File: config.mk
export PLATFORM = sky130hd
export DESIGN_NAME = pipe_hazard_sequencer
export DESIGN_NICKNAME = d
export VERILOG_FILES = /design/src/rtl/pipe_ctrl_pkg.sv /design/src/rtl/sat_counter.sv /design/src/rtl/pipe_hazard_sequencer.sv
export SDC_FILE = /design/constraint.sdc
export NUM_CORES = 1
export LEC_CHECK = 0
export ABC_AREA = 1
export CORE_MARGIN = 10
export CORE_UTILIZATION = 43
export DETAILED_ROUTE_END_ITERATION = 10
export HOLD_SLACK_MARGIN = 0.08
export PLACE_DENSITY = 0.73
export SYNTH_ARGS = -nofsm -noshare
export SYNTH_HDL_FRONTEND = slang
export SYNTH_SLANG_ARGS = --single-unit
File: constraint.sdc
create_clock -name clk -period 1.6 [get_ports clk]
set_input_delay 0.16 -clock clk [delete_from_list [all_inputs] [get_ports clk]]
set_output_delay 0.16 -clock clk [all_outputs]
set_load 0.005 [all_outputs]
File: src/rtl/pipe_ctrl_pkg.sv
// pipe_ctrl_pkg
//   Shared definitions for the pipeline hazard controller: the memory-wait
//   sequencer state encoding, the execute-stage forwarding select codes and
//   the hard-wired zero register specifier.
package pipe_ctrl_pkg;

    // Memory-wait sequencer states. FAULT is terminal until reset.
    typedef enum logic [1:0] {
        RUN   = 2'd0,
        WAIT  = 2'd1,
        FAULT = 2'd2
    } state_t;

    // Operand select codes for the execute-stage ALU inputs.
    localparam logic [1:0] FWD_RF  = 2'b00;
    localparam logic [1:0] FWD_MEM = 2'b10;
    localparam logic [1:0] FWD_WB  = 2'b01;

    // R0 always reads as zero, so it never creates a hazard or a forward.
    localparam int REG_ZERO = 0;

endpackage

File: src/rtl/sat_counter.sv
// sat_counter
//   Saturating up-counter used for pipeline performance debug.
//   Ports:
//     clk    clock
//     rst    asynchronous active-high reset, clears the count
//     inc    increment request for this clock edge
//     count  current count, sticks at all-ones instead of wrapping
module sat_counter #(
    parameter int CNT_W = 16
) (
    input  logic             clk,
    input  logic             rst,
    input  logic             inc,
    output logic [CNT_W-1:0] count
);

    always_ff @(posedge clk or posedge rst) begin
        if (rst) begin
            count <= '0;
        end else if (inc && (count != {CNT_W{1'b1}})) begin
            count <= count + CNT_W'(1);
        end
    end

endmodule

File: src/rtl/pipe_hazard_sequencer.sv
// pipe_hazard_sequencer
//   Central stall/flush/forward controller for the 5-stage 16-bit pipeline.
//   Ports:
//     clk, rst                     clock and asynchronous active-high reset
//     rs1_d, rs2_d, uses_rs*_d     decode-stage source registers and use flags
//     rs1_e, rs2_e, rd_e, load_e   execute-stage register specifiers, load flag
//     branch_taken_e               branch resolved taken in execute
//     rd_m, write_reg_m            memory-stage destination and write flag
//     mem_access_m, mem_ready      memory-stage access and completion
//     rd_w, write_reg_w            writeback-stage destination and write flag
//     stall_f/d/e/m                hold the corresponding pipeline register
//     flush_d, flush_e             turn the register into a bubble
//     bubble_w                     insert a bubble into the writeback register
//     fwd_a_e, fwd_b_e             execute operand select (see pipe_ctrl_pkg)
//     mem_fault                    sticky memory-timeout flag
//     stall_cycles, flush_events   saturating performance counters
module pipe_hazard_sequencer
    import pipe_ctrl_pkg::*;
#(
    parameter int REG_W   = 3,
    parameter int CNT_W   = 16,
    parameter int TIMEOUT = 16
) (
    input  logic             clk,
    input  logic             rst,
    input  logic [REG_W-1:0] rs1_d,
    input  logic [REG_W-1:0] rs2_d,
    input  logic             uses_rs1_d,
    input  logic             uses_rs2_d,
    input  logic [REG_W-1:0] rs1_e,
    input  logic [REG_W-1:0] rs2_e,
    input  logic [REG_W-1:0] rd_e,
    input  logic             load_e,
    input  logic             branch_taken_e,
    input  logic [REG_W-1:0] rd_m,
    input  logic             write_reg_m,
    input  logic             mem_access_m,
    input  logic             mem_ready,
    input  logic [REG_W-1:0] rd_w,
    input  logic             write_reg_w,
    output logic             stall_f,
    output logic             stall_d,
    output logic             stall_e,
    output logic             stall_m,
    output logic             flush_d,
    output logic             flush_e,
    output logic             bubble_w,
    output logic [1:0]       fwd_a_e,
    output logic [1:0]       fwd_b_e,
    output logic             mem_fault,
    output logic [CNT_W-1:0] stall_cycles,
    output logic [CNT_W-1:0] flush_events
);

    // Wait counter only needs to reach TIMEOUT-1.
    localparam int WAIT_W = (TIMEOUT > 2) ? $clog2(TIMEOUT) : 1;
    localparam logic [WAIT_W-1:0] WAIT_LAST = WAIT_W'(TIMEOUT - 1);
    localparam logic [REG_W-1:0]  R_ZERO    = REG_W'(REG_ZERO);

    state_t            state;
    state_t            state_nxt;
    logic [WAIT_W-1:0] wait_cnt;
    logic [WAIT_W-1:0] wait_cnt_nxt;

    logic mem_stall;
    logic load_use;

    // Sequencer state, wait counter and the sticky fault flag.
    always_ff @(posedge clk or posedge rst) begin
        if (rst) begin
            state     <= RUN;
            wait_cnt  <= '0;
            mem_fault <= 1'b0;
        end else begin
            state    <= state_nxt;
            wait_cnt <= wait_cnt_nxt;
            if ((state_nxt == FAULT) && (state != FAULT)) begin
                mem_fault <= 1'b1;
            end
        end
    end

    // Next-state logic. The wait counter only advances while staying in WAIT
    // and falls back to zero on every exit, so each wait is timed afresh.
    always_comb begin
        state_nxt    = state;
        wait_cnt_nxt = '0;
        case (state)
            RUN: begin
                if (mem_access_m && !mem_ready) begin
                    state_nxt = WAIT;
                end
            end
            WAIT: begin
                if (mem_ready) begin
                    state_nxt = RUN;
                end else if (wait_cnt == WAIT_LAST) begin
                    state_nxt = FAULT;
                end else begin
                    wait_cnt_nxt = wait_cnt + WAIT_W'(1);
                end
            end
            FAULT: begin
                state_nxt = FAULT;
            end
            default: begin
                state_nxt = RUN;
            end
        endcase
    end

    // Hazard detection terms.
    always_comb begin
        mem_stall = (mem_access_m && !mem_ready) || (state == FAULT);
        load_use  = load_e && (rd_e != R_ZERO) &&
                    ((uses_rs1_d && (rs1_d == rd_e)) ||
                     (uses_rs2_d && (rs2_d == rd_e)));
    end

    // Stall/flush priority: a memory stall freezes everything and defers the
    // branch until release; a taken branch beats load-use because the decode
    // instruction is on the wrong path and is being discarded anyway.
    always_comb begin
        stall_f  = 1'b0;
        stall_d  = 1'b0;
        stall_e  = 1'b0;
        stall_m  = 1'b0;
        flush_d  = 1'b0;
        flush_e  = 1'b0;
        bubble_w = 1'b0;
        if (mem_stall) begin
            stall_f  = 1'b1;
            stall_d  = 1'b1;
            stall_e  = 1'b1;
            stall_m  = 1'b1;
            bubble_w = 1'b1;
        end else if (branch_taken_e) begin
            flush_d = 1'b1;
            flush_e = 1'b1;
        end else if (load_use) begin
            stall_f = 1'b1;
            stall_d = 1'b1;
            flush_e = 1'b1;
        end
    end

    // Operand forwarding; the memory stage holds the younger result and wins.
    always_comb begin
        fwd_a_e = FWD_RF;
        fwd_b_e = FWD_RF;
        if (write_reg_m && (rd_m != R_ZERO) && (rd_m == rs1_e)) begin
            fwd_a_e = FWD_MEM;
        end else if (write_reg_w && (rd_w != R_ZERO) && (rd_w == rs1_e)) begin
            fwd_a_e = FWD_WB;
        end
        if (write_reg_m && (rd_m != R_ZERO) && (rd_m == rs2_e)) begin
            fwd_b_e = FWD_MEM;
        end else if (write_reg_w && (rd_w != R_ZERO) && (rd_w == rs2_e)) begin
            fwd_b_e = FWD_WB;
        end
    end

    // flush_d is raised only by an applied branch flush.
    sat_counter #(.CNT_W(CNT_W)) u_stall_cnt (
        .clk   (clk),
        .rst   (rst),
        .inc   (stall_f),
        .count (stall_cycles)
    );

    sat_counter #(.CNT_W(CNT_W)) u_flush_cnt (
        .clk   (clk),
        .rst   (rst),
        .inc   (flush_d),
        .count (flush_events)
    );

endmodule

After elaboration in Yosys (flattened, before gate mapping)
Index checks and enable logic that the tools add are counted. Widths: inputs -> output; s select.

$add $sub $neg: 3. Equal/unequal tests: 13. Muxes and demuxes: 19. Reduce and logical (&&, ||, !) cells: 21.

Operator list (number): $add 16x1->16 const B (2); $ne 16x16->1 const B (2); $eq 3x3->1 (6); $logic_and 1x1->1 (14); $mux 4 (3); $mux 1 (10); $mux 2 (5); $reduce_bool 3->1 (3); $pmux 2 s3 (1); $add 4x1->4 const B (1); $eq 2x2->1 const B (2); $eq 4x4->1 const B (1); $eq 2x1->1 const B (1); $logic_not 2->1 (1); $logic_or 1x1->1 (2); $ne 2x2->1 const B (1); $logic_not 1->1 (1).

Bits in registers: 39. Word-level logic and storage cells: 61.

Longest topological paths before layout
Word-level depth: 8. Gate-level depth with buffers: 12.

Modules after synthesis
From an unflattened synthesis, not the netlist that was laid out.

Cells, all modules: 410. Area total of the unflattened synthesis: 2834.0 µm².

By module, submodules not included: sat_counter (instances 2, cells each 150, area each 1069.8 µm²); pipe_hazard_sequencer (instances 1, cells each 110, area each 694.4 µm²).

Least setup slack after synthesis
No wires, ideal clock.

Kind: flip-flop to flip-flop. Start: register u_flush_cnt.count[0]. End: register u_flush_cnt.count[15]. Setup time: 117 ps. Arrival time: 1365 ps. Data required time: 1483 ps. Setup slack: 118 ps. Stages on the path, launching flop included: 11. Cell sequence: dfrtp_1 -> ha_1 -> nand3_1 -> inv_2 -> nand4_1 -> nand2_1 -> buf_6 -> nor2_4 -> nand3_1 -> nand2_1 -> nand2_1.

Word-level cells in the longest chain between the ends: 2. Elaborated cells on any way between the ends: 3. Those cells by class: add/sub: 1; eq/ne: 1; reduce/logical: 1.

Ends and longest elaborated chain: from (decl) (line sat_counter.sv:14) `output logic [CNT_W-1:0] count`; from (signal assigned) (line sat_counter.sv:21) `count <= count + CNT_W'(1);`; branches (longest 2 deep; another with $add 16x1->16).

Several ways; the timed one is not identified. A chain may end at the register's enable or synchronous reset.

Worst setup path in the final report
Start: register u_stall_cnt.count[1]. End: register u_stall_cnt.count[12].

Word-level cells in the longest chain between the ends: 2. Elaborated cells on any way between the ends: 3. Those cells by class: add/sub: 1; eq/ne: 1; reduce/logical: 1.

Ends and longest elaborated chain (line): from (decl) (sat_counter.sv:14); from (signal assigned) (sat_counter.sv:21); branches (longest 2 deep; another with $add 16x1->16).

Several ways; the timed one is not identified.

==> impl_metrics.yaml <==
clock_network:
  cts.reportedPaths.clkPinSlew_ns: 0.09
  clock-sinks: 39
  cts_max_path_buffers: 2
  htreeDepth: 2
  numCtsBuffers: 5
  clock_tree.root_cell: "clkbuf_8"
  clock_latency_ns: 0.30
  cts_tree: "yes"
finish:
  layout_commonest_cell: "nand2_1"
  utilization_pct: 67.97
  antenna_cells: 0
  most-common-layout-cells: "nand2_1, clkdlybuf4s50_1, inv_1"
  drive_gt1_share_pct: 20.48
  nNetsFinal: 487
  area_growth_syn_to_layout_pct: 51.70
  final_area_mm2: 0.003789
pwr:
  power_uw: 2978
  p_leak_uw: 0.001909
  p_per_area_mw_per_mm2: 786.2
  max-vdd-ir-drop_mv: 0.5727
timing:
  setup_ws_ns: 0.04675
  hold_slack_ns: 0.2107
  fmax_mhz: 643.8
  maxSlewViolCount: 0
  relSlewSlack_pct: 76.13
  fin_crit_ns: 1.553
  worst_clock_skew_ns: 0.007417
  setup_violations: 0
  period_share_pct: 97.08
  worstMarginPinSlew_ns: 0.3543
  final_hold_viol_count: 0
routing:
  vias: 2502
  drt-total-wl_um: 6813
  ant_nets: 0
  first_pass_iters: 4
  vias_per_cell: 4.757
  drc: 0
  drt_iter0_drc: 86
  wl_per_cell_um: 12.95
status:
  outcome: "finished clean"
die:
  die_width_um: 96.21
  rows: 27
  core-area_mm2: 0.005574
  io_pins: 75
  start_util_pct: 44.80
  die_area_mm2: 0.009256
  die_h_um: 96.21
yosys:
  yosys_warnings: 0
  synth_simple_gate_area_share_pct: 35.92
  synthesis.area_mm2: 0.002497
  ys_ff_latch: 39
  synthXorXnorAreaFrac_pct: 11.22
  synth_seq_area_share_pct: 39.08
  syn_area_per_cell_um2: 7.433
  syn_nets: 370
  syn_inst: 336
  synthMuxAreaShare_pct: 0
  synth_compound_area_share_pct: 3.106
  synth-adder-area-share_pct: 1.503
  synth_top_family_by_area: "simple AND/OR/NAND/NOR gates"
  synth.distinct_cells: 30
setup_path:
  r2r_slack_ns: 0.05
  crit_arrival_ns: 1.80
  worst_setup_path_end_kind: "register"
  required_ns: 1.85
  timing.rr.start: "u_stall_cnt.count[1]"
  crit_start: "u_stall_cnt.count[1]"
  cp_max_fo: 3
  path_class: "register to register"
  start_kind: "register"
placed_design:
  post-place-ws_ns: -0.4087
  portBuffers: 74
  place_congestion: 0.8558
  place_hpwl_um: 5157
  place_area_mm2: 0.003550
global_route:
  overflow: 0
  track_usage_pct: 14.60
  grt_max_degree: 40
  grt_pass1_vias: 2526
  antenna_found_initial: 0
  grt_pass1_wl_um: 10940
hold_path:
  hp-class: "input pin to asynchronous set/reset pin"
run:
  drv_cap: 0
==> path summary, 6_finish.rpt <==
check | to | depth (start not counted)
setup / recovery | u_stall_cnt.count[12] | 9
max in group asynchronous | u_stall_cnt.count[2] | 3
min in group clk | wait_cnt[0] | 1
hold reg to reg | wait_cnt[0] | 1
setup reg to reg | u_stall_cnt.count[12] | 9
hold / removal | mem_fault | 3
==> registers in the layout, summed over array words and instances (netlist names) <==
signal	count
wait_cnt	4
u_flush_cnt.count	16
state	2
u_stall_cnt.count	16
mem_fault	1
==> metrics by stage <==
stage / instances / setup TNS [ns]
floorplan: 336 / 0
global placement: 511 / -5.898
detailed placement: 511 / -7.433
CTS: 522 / -0.04215
global route: 526 / -0.1436
finish: 526 / 0
==> logic make-up after synthesis <==
logic type / after synthesis
buf+inv: 51
flops: 39
fa+ha+maj: 3
simple gates: 198
compound gates: 13
xor+xnor: 32
==> synthesized netlist by cell type (all sizes together) <==
| cell type | number | area, µm² |
|---|---|---|
| nor3 | 4 | 20.02 |
| nand3 | 29 | 160.2 |
| ha | 3 | 37.54 |
| inv | 43 | 163.9 |
| nand4 | 7 | 50.05 |
| dfrtp | 39 | 975.9 |
| clkinv | 1 | 3.750 |
| a31oi | 1 | 6.260 |
| buf | 7 | 61.30 |
| nor4 | 2 | 12.51 |
| nand3b | 1 | 7.510 |
| o31ai | 3 | 22.52 |
| o21ai | 7 | 38.78 |
| xor2 | 22 | 192.7 |
| nand2 | 113 | 444.2 |
| xnor2 | 10 | 87.58 |
| a21oi | 2 | 10.01 |
| nor2 | 42 | 202.7 |
==> layer usage <==
| metal | GRT usage (%) | share of wire (%) | wire [µm] | vias up |
|---|---|---|---|---|
| met3 | 6.615 | 9.8 | 669 | 13 |
| met5 | 0 | 0 | 0 | - |
| met1 | 15.71 | 41 | 2788 | 1136 |
| met4 | 6.020 | 1.7 | 117 | 0 |
| met2 | 24.38 | 48 | 3238 | 76 |
| li1 | - | - | - | 1277 |
==> power breakdown <==
part	total (µW)	switching, µW	leakage [µW]	internal (µW)
clock	702	390	0.0000408	312
combinational	1020	428	0.00135	590
sequential	1260	137	0.000514	1120
==> cell type report <==
type,count,area (µm²)
clock buffers,5,68.82
clock inverters,3,23.77
fillers,491,1785
inverters,44,167.7
multi-input cells,246,1374
flip-flops and latches,39,978.4
well taps,72,90.09
repair buffers,117,1086
==> worst max-delay path: stages, from the launching register on <==
cell and delay, ns:
dfrtp_1 0.36, ha_2 0.21, nand3_2 0.11, buf_4 0.17, nor2_2 0.11, nand2_1 0.07
nor2_1 0.14, xor2_1 0.17, nand3_1 0.09, nand2_1 0.07
==> timing repair <==
item                                    in CTS  in global routing
hold buffers                                 0                  0
cloned                                       0                  2
endpoints found under the hold margin        0                  0
pin swaps                                    4                  8
setup buffers                                3                  2
resized for setup                           40                 29
endpoints found under the setup margin      11                 26
No activity file was read; power rests on OpenSTA's default activity.
